==> src/rtl/score_tracker_pkg.sv <==
// Shared game definitions: FSM state encodings, score width and the saturating increment.
package score_tracker_pkg;

    localparam int unsigned SCORE_W = 7;

    typedef logic [SCORE_W-1:0] score_t;

    localparam logic [1:0] IDLE = 2'd0;
    localparam logic [1:0] PLAY = 2'd1;
    localparam logic [1:0] OVER = 2'd2;

    function automatic score_t sat_inc(input score_t value, input score_t ceiling);
        return (value >= ceiling) ? ceiling : value + score_t'(1);
    endfunction

endpackage

==> src/rtl/blink_timer.sv <==
// Half-period blink generator for the game-over display; phase starts lit (0) on restart.
module blink_timer #(
    parameter int unsigned BLINK_HALF  = 25_000_000,
    parameter int unsigned BLINK_COUNT = 6
) (
    input  logic clk,
    input  logic resetn,
    input  logic enable,
    input  logic restart,
    output logic phase,
    output logic done
);

    localparam int unsigned CW = $clog2(BLINK_HALF + 1);
    localparam int unsigned HW = $clog2(BLINK_COUNT + 1);
    localparam logic [CW-1:0] CNT_LAST  = CW'(BLINK_HALF - 1);
    localparam logic [HW-1:0] HALF_LAST = HW'(BLINK_COUNT - 1);

    logic [CW-1:0] cnt_q;
    logic [HW-1:0] halves_q;
    logic          phase_q;
    logic          half_end;

    assign half_end = (cnt_q == CNT_LAST);
    // Counters sit at zero while disabled, so done is only meaningful while counting.
    assign done     = half_end && (halves_q == HALF_LAST);
    assign phase    = phase_q;

    always_ff @(posedge clk or negedge resetn) begin
        if (!resetn) begin
            cnt_q    <= '0;
            halves_q <= '0;
            phase_q  <= 1'b0;
        end else if (!enable || restart) begin
            cnt_q    <= '0;
            halves_q <= '0;
            phase_q  <= 1'b0;
        end else if (half_end) begin
            cnt_q    <= '0;
            halves_q <= halves_q + HW'(1);
            phase_q  <= ~phase_q;
        end else begin
            cnt_q    <= cnt_q + CW'(1);
        end
    end

endmodule

==> src/rtl/score_tracker.sv <==
// Game score FSM: tracks the running score, best score and drives the registered display values.
module score_tracker
    import score_tracker_pkg::*;
#(
    parameter int unsigned MAX_SCORE   = 127,
    parameter int unsigned BLINK_HALF  = 25_000_000,
    parameter int unsigned BLINK_COUNT = 6
) (
    input  logic         clk,
    input  logic         resetn,
    input  logic         start,
    input  logic         round_win,
    input  logic         round_fail,
    output logic [6:0]   disp_val,
    output logic         disp_blank,
    output logic [6:0]   high_score,
    output logic         new_high,
    output logic [1:0]   state
);

    localparam score_t MAX_S = score_t'(MAX_SCORE);

    logic [1:0] state_q, state_d;
    score_t     score_q, score_d;
    score_t     high_q, high_d;
    logic       new_high_q, new_high_d;
    score_t     disp_val_q, disp_val_d;
    logic       blink_enable, blink_restart;
    logic       blink_phase, blink_done;

    always_comb begin
        state_d    = state_q;
        score_d    = score_q;
        high_d     = high_q;
        new_high_d = new_high_q;
        case (state_q)
            IDLE: begin
                if (start) begin
                    state_d    = PLAY;
                    score_d    = '0;
                    new_high_d = 1'b0;
                end
            end
            PLAY: begin
                // Fail wins over a same-cycle win; start is ignored mid-game.
                if (round_fail) begin
                    state_d = OVER;
                    if (score_q > high_q) begin
                        high_d     = score_q;
                        new_high_d = 1'b1;
                    end
                end else if (round_win) begin
                    score_d = sat_inc(score_q, MAX_S);
                end
            end
            OVER: begin
                if (start) begin
                    state_d    = PLAY;
                    score_d    = '0;
                    new_high_d = 1'b0;
                end else if (blink_done) begin
                    state_d = IDLE;
                end
            end
            default: state_d = IDLE;
        endcase
    end

    // Display follows the next state so it changes on the same edge as the cause.
    always_comb begin
        disp_val_d = (state_d == IDLE) ? high_d : score_d;
    end

    assign blink_enable  = (state_d == OVER);
    assign blink_restart = (state_d == OVER) && (state_q != OVER);

    blink_timer #(
        .BLINK_HALF  (BLINK_HALF),
        .BLINK_COUNT (BLINK_COUNT)
    ) u_blink_timer (
        .clk     (clk),
        .resetn  (resetn),
        .enable  (blink_enable),
        .restart (blink_restart),
        .phase   (blink_phase),
        .done    (blink_done)
    );

    always_ff @(posedge clk or negedge resetn) begin
        if (!resetn) begin
            state_q    <= IDLE;
            score_q    <= '0;
            high_q     <= '0;
            new_high_q <= 1'b0;
            disp_val_q <= '0;
        end else begin
            state_q    <= state_d;
            score_q    <= score_d;
            high_q     <= high_d;
            new_high_q <= new_high_d;
            disp_val_q <= disp_val_d;
        end
    end

    assign disp_val   = disp_val_q;
    assign disp_blank = blink_phase;
    assign high_score = high_q;
    assign new_high   = new_high_q;
    assign state      = state_q;

endmodule

==> config.mk <==
export PLATFORM = sky130hd
export DESIGN_NAME = score_tracker
export DESIGN_NICKNAME = d
export VERILOG_FILES = /design/src/rtl/score_tracker_pkg.sv /design/src/rtl/blink_timer.sv /design/src/rtl/score_tracker.sv
export SDC_FILE = /design/constraint.sdc
export NUM_CORES = 1
export LEC_CHECK = 0
export CAP_MARGIN = 20
export CORE_MARGIN = 5
export CORE_UTILIZATION = 40
export DETAILED_ROUTE_END_ITERATION = 6
export GPL_TIMING_DRIVEN = 0
export REMOVE_ABC_BUFFERS = 1
export SYNTH_ARGS = -nofsm -noshare
export SYNTH_HDL_FRONTEND = slang
export SYNTH_SLANG_ARGS = --single-unit
==> constraint.sdc <==
create_clock -name clk -period 6.5 [get_ports clk]
set_input_delay 1.3 -clock clk [delete_from_list [all_inputs] [get_ports clk]]
set_output_delay 1.3 -clock clk [all_outputs]
set_load 0.005 [all_outputs]
---- Word-level counts from Yosys, hierarchy flattened ----
Cells that the tools add are included.
word-level totals
  register bits after elaboration ......... 53
  latch bits .............................. 0
  bits in writable memories ............... 0
  bits in read-only memories .............. 0
  bits of input ports ..................... 5
  output and inout bits ................... 18
  word-level logic and storage cells ...... 57
  memories ................................ 0
operators by class
  add/sub/neg operators ................... 3
  $mul .................................... 0
  divide/modulo/power cells ............... 0
  magnitude comparators ................... 2
  equal/unequal tests ..................... 9
  shifts and indexed selects .............. 0
  muxes and demuxes ....................... 24
  bitwise gates (word level) .............. 1
  reductions and logical operators ........ 10
operator list
  cell                     count
  $mux W7                  8
  $mux W25                 2
  $add A25 B1 Y25 const B  1
  $eq A25 B25 Y1 const B   1
  $pmux W7 S2              1
  $mux W2                  4
  $add A7 B1 Y7 const B    1
  $ge A7 B7 Y1 const B     1
  $gt A7 B7 Y1             1
  $mux W3                  2
  $ne A2 B2 Y1 const B     3
  $pmux W2 S3              1
  $mux W1                  5
  $eq A2 B2 Y1 const B     2
  $logic_not A2 Y1         2
  $reduce_and A4 Y1        1
  $reduce_bool A2 Y1       2
  $add A3 B1 Y3 const B    1
  $eq A3 B3 Y1 const B     1
  $eq A2 B1 Y1 const B     1
  $logic_and A1 B1 Y1      2
  $ne A2 B1 Y1 const B     1
  $pmux W1 S2              1
  $reduce_or A2 Y1         1
  other kinds (3)          3

---- Depth between registers and ports, before layout ----
Gate-level depths: netlist of run 1.
  word-level depth ........................ 9
  depth in mapped cells ................... 7

---- Hierarchy ----
Synthesis of run 1 repeated with hierarchy kept, for this count alone.
unflattened totals
  cells, all modules ...................... 287
  area total of the unflattened synthesis .. 2892.8 sq um
by module, submodules not included
  module         instances  cells an instance  area each (sq um)
  blink_timer    1          166                1585.3
  score_tracker  1          121                1307.5

---- Worst setup path after synthesis of run 1 ----
Ideal clock, no wire load.
  path type ............................... input-to-reg
  start point ............................. input port round_fail
  end point ............................... register disp_val_q[4], in the netlist disp_val[4]
  arrival time ............................ 2386 ps
  data required time ...................... 6375 ps
  slack ................................... 3989 ps
  stages .................................. 5
  buffers on the path ..................... 0
  cell sequence ........................... and4bb_1 -> and2_1 -> a31o_2 -> and3_1 -> mux2_2
RTL lines
  what                    RTL line              RTL
  start: declaration      score_tracker.sv:13   input logic round_fail,
  $mux W7                 score_tracker.sv:46   if (round_fail) begin
  $pmux W7 S2             score_tracker.sv:36   case (state_q)
  net score_d[4]          score_tracker.sv:24   score_t score_q, score_d;
  $mux W7                 score_tracker.sv:71   disp_val_d = (state_d == IDLE) ? high_d : score_d;
  net disp_val_d[4]       score_tracker.sv:27   score_t disp_val_q, disp_val_d;
  end signal: assignment  score_tracker.sv:101  disp_val_q <= disp_val_d;
  end: declaration        score_tracker.sv:27
The timed path passes the listed nets, and every way through them passes these cells.
A chain may end at the register's enable or synchronous reset.

---- Final worst setup path of run 1 ----
Same ends and word-level chain as after synthesis.

==> summary.md, run 1 <==
| Metric | Value |
|---|---|
| Status | `completed` |
| Crit path time final | `2870 ps` |
| CP startpoint | `round_fail` |
| Post-synth top area share | `0.475` |
| Initial core utilization | `0.411` |
| Seq/Total Area, Yosys | `0.475` |
| Crit. End Element | `flip-flop` |
| Fin Setup TNS | `0 ps` |
| Post-Synthesis Cell Area | `0.00279 mm2` |
| CTS clk-pin slew, worst paths | `80 ps` |
| Postcts setup bufs | `0` |
| Post-synth EDFFs | `0` |
| Cell Pwr Density | `218 mW/mm2` |
| Drt drc | `0` |
| Largest net degree at the start of global routing | `28` |
| Period utilization | `0.442` |
| Die area | `0.00875 mm2` |
| Avg Cell Area, Syn | `11.0 um2` |
| Synth area leader | `dfrtp_1` |
| Most frequent cells after synthesis | `53 x dfrtp_1, 34 x nor2_1, 15 x nand3_1, 15 x xor2_1, 14 x mux2_2` |
| Die height | `93.5 um` |
| Synth Register Bits | `53` |
| Final hold violation count | `0` |
| Vias post-DR | `1908` |
| RR Startpoint | `score_q[2]` |
| Fillers | `634` |
| Post-route ant nets | `0` |
| Post-DP HPWL | `3670 um` |
| Worst skew pair latency | `300 ps` |
| Synthesis-to-layout area growth | `13.9%` |
| RD Place Congestion | `0.783` |
| Fmax | `0.348 GHz` |
| R2R depth | `6` |
| Setup slack, reg-to-reg | `4160 ps` |
| Post-cts resize count | `0` |
| Max Slew Vio Count | `0` |
| Synth Flop Type | `dfrtp_1` |
| Top cells by area, synth | `dfrtp_1 48%, mux2_2 5.6%, ha_1 4.9%, xor2_1 4.7%, nor2_1 4.6%` |
| Initial antenna violation count | `0` |
| Max Cap Violations | `0` |
| VDD IR max | `0.0786 mV` |
| Maximum clock path buffer count | `2` |
| Vias per inst | `5.10` |
| Clk sink count | `53` |
| Leakage | `1.40 nW` |
| Worst setup SP type | `primary input` |
| Io pins | `23` |
| Fraction of registers with async set/reset | `1.00` |
| Syn. warnings | `0` |
| CTS root buffer | `clkbuf_8` |
| Input/output buffers | `22` |
| Slew HR | `0.440` |
| Fin Hold WS | `496 ps` |
| Vias in the first global route | `1890` |
| Power Total | `0.693 mW` |
| First-pass GRT wire length | `9020 um` |
| Final WL | `5090 um` |
| Critical path type | `primary input to flip-flop` |
| GRT overflow | `0` |
| Clock skew | `12.3 ps` |
| CTS Buf Count | `5` |
| Worst-Margin Slew | `840 ps` |
| DR iter-0 viols | `56` |
| Worst Path Required | `6680 ps` |
| Cell count after synthesis | `254` |
| # hold bufs at CTS | `0` |
| Row count | `30` |
| Crit path to | `disp_val[4]` |
| GRT Overall Usage | `0.127` |
| R2R Path End | `disp_val[6]` |
| RSZ-0062 raised after global routing | `false` |
| DRT Pass-1 Iters | `4` |
| Hold WC Path Type | `flip-flop to flip-flop` |
| Max FO, Critical Path | `6` |
| Endpoints failing setup | `0` |
| Core area | `0.00679 mm2` |
| H-tree lvl count | `2` |
| Layout cells sized above 1 | `0.140` |
| Crit path arrival time | `3050 ps` |
| Final #Nets | `294` |
| Total inserted antenna cells | `0` |
| DR WL/cell | `13.6 um` |
| Die Span X | `93.5 um` |
| CTS tree | `done` |
| Count of cell types in the netlist | `47` |
| Most frequent cell after synthesis | `dfrtp_1` |
area by class of cell:
| cell class | instances | area, um2 | area share |
|---|---|---|---|
| Multi-Input combinational cell | 183 | 1370 | 0.430 |
| Sequential cell | 53 | 1330 | 0.417 |
| Timing Repair Buffer | 23 | 235 | 0.0740 |
| Tap cell | 96 | 120 | 0.0378 |
| Clock buffer | 7 | 86.3 | 0.0272 |
| Inverter | 12 | 45.0 | 0.0142 |
routing by layer:
metal	vias to the layer above	track usage	routed length, um
li1	940	-	-
met1	929	0.173	2480
met2	37	0.213	2410
met4	0	0.0325	33
met5	-	0	0
met3	2	0.0201	166
layout by cell type (no fill, tap or decap), drive strengths merged, types with 9 or more instances in the layout:
cell	count
ha	11
nand4	9
nand2	10
nor2	34
nand3	15
clkdlybuf4s50	21
dfrtp	53
inv	12
xor2	15
mux2	14
a21oi	9
where the power goes:
| part | leakage (nW) | switching [mW] | internal (mW) |
|---|---|---|---|
| clock network | 0.0443 | 0.101 | 0.0849 |
| logic | 0.620 | 0.0640 | 0.0747 |
| registers | 0.733 | 0.0189 | 0.350 |
| total | 1.40 | 0.184 | 0.509 |
worst min path at each step:
stage               startpoint        to  slack [ps]  cells after the start
floorplan             new_high  new_high         470                      2
detailed placement    new_high  new_high         480                      2
global route          new_high  new_high         540                      2
finish                new_high  new_high         500                      2
CTS                   new_high  new_high         500                      2
global placement      new_high  new_high         480                      2
through the flow:
step / std cells / utilization / setup slack (ps) / instance area (um2)
final: 374 / 0.468 / 3630 / 3180
after floorplan: 248 / - / 3990 / 2740
after CTS: 374 / 0.468 / 3640 / 3180
after global routing: 374 / 0.468 / 3540 / 3180
after detailed placement: 367 / 0.455 / 3320 / 3090
after global placement: 366 / 0.453 / 2500 / 3080
registers in the layout, indices dropped and copies added (netlist names):
signal                  cells
high_score                  7
score_q                     7
state                       2
u_blink_timer.halves_q      3
u_blink_timer.phase         1
new_high                    1
disp_val                    7
u_blink_timer.cnt_q        25
worst max-delay path, stage by stage:
cell,delay (ps)
clkdlybuf4s50_1,540
and4bb_1,290
and2_1,220
a31o_2,250
and3_1,190
mux2_2,260
logic make-up after synthesis:
family / Yosys count / share of synthesized area
muxes: 18 / 0.0708
AOI/OAI and AO/OA: 28 / 0.0722
DFF: 53 / 0.475
buffers and inverters: 18 / 0.0354
xor gates and xnor gates: 23 / 0.0722
and+or+nand+nor: 103 / 0.225
adders and majority gates: 11 / 0.0493
Power figures use the tool's default switching activity.
==> run 2: changes to the inputs <==
Clock period 6.5 ns to 2.9 ns, I/O delays scaled along.
==> results of run 2 <==
Same layout as run 1 (identical final DEF). Status: completed.
Among the figures that moved: setup slack after placement 3320 ps -> 435 ps; clock-pin slew on the worst setup and hold paths 80 ps -> 100 ps; setup slack after layout 3630 ps -> 559 ps; hold slack 496 ps -> 287 ps; start point of the critical path round_fail -> score_q[2]; end point of the critical path disp_val[4] -> disp_val[6]; register-to-register setup slack 4160 ps -> 560 ps; total power 0.693 mW -> 1.55 mW; worst IR drop on VDD 0.0786 mV -> 0.176 mV
==> run 3: changes to the inputs <==
Clock period 2.9 ns to 2.3 ns, I/O delays scaled along.
==> summary.md, run 3 (synthesis results as in run 1) <==
| Metric | Value |
|---|---|
| Vias post-DR | `1910 (+0.10%)` |
| Status | `completed` |
| Placed inst area | `0.00309 mm2 (unchanged)` |
| Max FO, Critical Path | `8` |
| Cell Pwr Density | `616 mW/mm2` |
| Io pins | `23 (unchanged)` |
| Initial core utilization | `0.411 (unchanged)` |
| Largest register FFs | `25 (unchanged)` |
| VDD IR max | `0.222 mV` |
| RR Startpoint | `score_q[5]` |
| Fmax | `0.453 GHz` |
| Worst skew pair latency | `300 ps (about the same)` |
| Dpl ws | `-70.7 ps` |
| Vias per inst | `5.08 (-0.43%)` |
| Largest Register | `u_blink_timer.cnt_q` |
| RD Place Congestion | `0.783 (unchanged)` |
| Finished Cell Area | `0.00320 mm2 (+0.63%)` |
| CTS Buf Count | `5 (unchanged)` |
| Final WL | `5150 um (+1.3%)` |
| Period utilization | `0.959` |
| Fin Hold WS | `166 ps` |
| Hold WC Path Type | `primary input to async pin` |
| Die Span X | `93.5 um (unchanged)` |
| DR WL/cell | `13.7 um (+0.72%)` |
| Area of the multi-input gates | `0.00137 mm2 (+0.37%)` |
| Clock skew | `13.8 ps (+1.50 ps)` |
| H-tree lvl count | `2 (unchanged)` |
| Die height | `93.5 um (unchanged)` |
| Final hold violation count | `0 (unchanged)` |
| Leakage | `1.41 nW (+0.71%)` |
| Clk sink count | `53 (unchanged)` |
| Post-route setup slack | `93.5 ps` |
| Largest net degree at the start of global routing | `28 (unchanged)` |
| Drt drc | `0 (unchanged)` |
| Die area | `0.00875 mm2 (unchanged)` |
| CTS tree | `done` |
| Post-route ant nets | `0 (unchanged)` |
| Worst setup SP type | `flip-flop` |
| DRT Pass-1 Iters | `4 (unchanged)` |
| # hold bufs at CTS | `0 (unchanged)` |
| Slew HR | `0.581 (+0.142)` |
| Placed Instances | `367 (unchanged)` |
| Fin util | `0.471 (+0.00295)` |
| CP max stage cell | `dfrtp_1` |
| Sequential Area | `0.00133 mm2 (unchanged)` |
| Vias in the first global route | `1901 (+0.58%)` |
| Max Slew Vio Count | `0 (unchanged)` |
| Worst Path Required | `2480 ps` |
| Synthesis-to-layout area growth | `14.6%` |
| CTS root buffer | `clkbuf_8` |
| Post-Layout Cell Count | `376 (+0.53%)` |
| Final #Nets | `296 (+0.68%)` |
| Maximum clock path buffer count | `2 (unchanged)` |
| Crit path arrival time | `2380 ps` |
| Post-DP HPWL | `3670 um (unchanged)` |
| Critical path type | `flip-flop to flip-flop` |
| Layout cells sized above 1 | `0.154 (+0.0133)` |
| Fin Setup TNS | `0 ps (unchanged)` |
| GRT overflow | `0 (unchanged)` |
| First-pass GRT wire length | `9040 um (+0.23%)` |
| Crit. End Element | `flip-flop` |
| Most common library cell in the layout ignoring fill and taps | `dfrtp_1` |
| Core area | `0.00679 mm2 (unchanged)` |
| Max Cap Violations | `0 (unchanged)` |
| Commonest cells after routing, fill and taps aside | `53 x dfrtp_1, 34 x nor2_1, 21 x clkdlybuf4s50_1, 15 x nand3_1, 15 x xor2_1` |
| CP dominant cell by count | `mux2_2` |
| Input/output buffers | `22 (unchanged)` |
| Critical Path, Cell by Cell | `ha_1 > o21ai_0 > nor2_1 > o31ai_4 > buf_4 > mux2_2 > mux2_2` |
| Worst path max stage delay | `480 ps` |
| Worst-Margin Slew | `628 ps (-213 ps)` |
| Buf/Inv on CP | `1` |
| Critical path's top delay family | `multiplexers` |
| Total inserted antenna cells | `0 (unchanged)` |
| DR iter-0 viols | `51 (-8.9%)` |
| CTS clk-pin slew, worst paths | `100 ps` |
| CP startpoint | `score_q[5]` |
| Fillers | `634 (unchanged)` |
| Row count | `30 (unchanged)` |
| GRT Overall Usage | `0.128 (+0.000341)` |
| Power Total | `1.97 mW` |
| Crit path time final | `2210 ps` |
| Endpoints failing setup | `0 (unchanged)` |
| Initial antenna violation count | `0 (unchanged)` |
run 3: final cells by class:
cell class | instances | area share
repair buffers | 25 | 0.0782
multi-input cells | 183 | 0.429
well taps | 96 | 0.0375
flip-flops and latches | 53 | 0.415
inverters | 12 | 0.0141
clock buffers | 7 | 0.0270
run 3: final timing paths:
kind,endpoint,slack (ps),depth (start not counted)
max in group asynchronous,u_blink_timer.cnt_q[13],1570,2
min in group clk,new_high,500,2
hold reg to reg,new_high,500,2
setup / recovery,disp_val[6],90,7
setup reg to reg,disp_val[6],90,7
hold / removal,score_q[2],170,1
run 3: worst reg2reg max path: stages, from the launching register on:
cell and delay, ps:
dfrtp_1 480, ha_1 330, o21ai_0 160, nor2_1 90, o31ai_4 230, buf_4 190
mux2_2 350, mux2_2 270
run 3: layer usage:
layer  vias up  track usage  routed length [um]
li1        944            -                   -
met1       930        0.173                2500
met2        34        0.214                2440
met3         2       0.0201                 173
met4         0       0.0325                  33
met5         -            0                   0
run 3: repair_timing:
item / CTS / global route
pin swaps: 1 / 0
setup endpoints to repair: 32 / 7
cloned: 0 / 0
endpoints found under the hold margin: 0 / 0
setup buffers: 2 / 0
resized for setup: 1 / 1
run 3: where the power goes:
part / total (mW) / switching (mW) / internal (mW)
registers: 1.04 / 0.0533 / 0.988
clock network: 0.527 / 0.287 / 0.240
logic: 0.404 / 0.184 / 0.220
total: 1.97 / 0.524 / 1.45
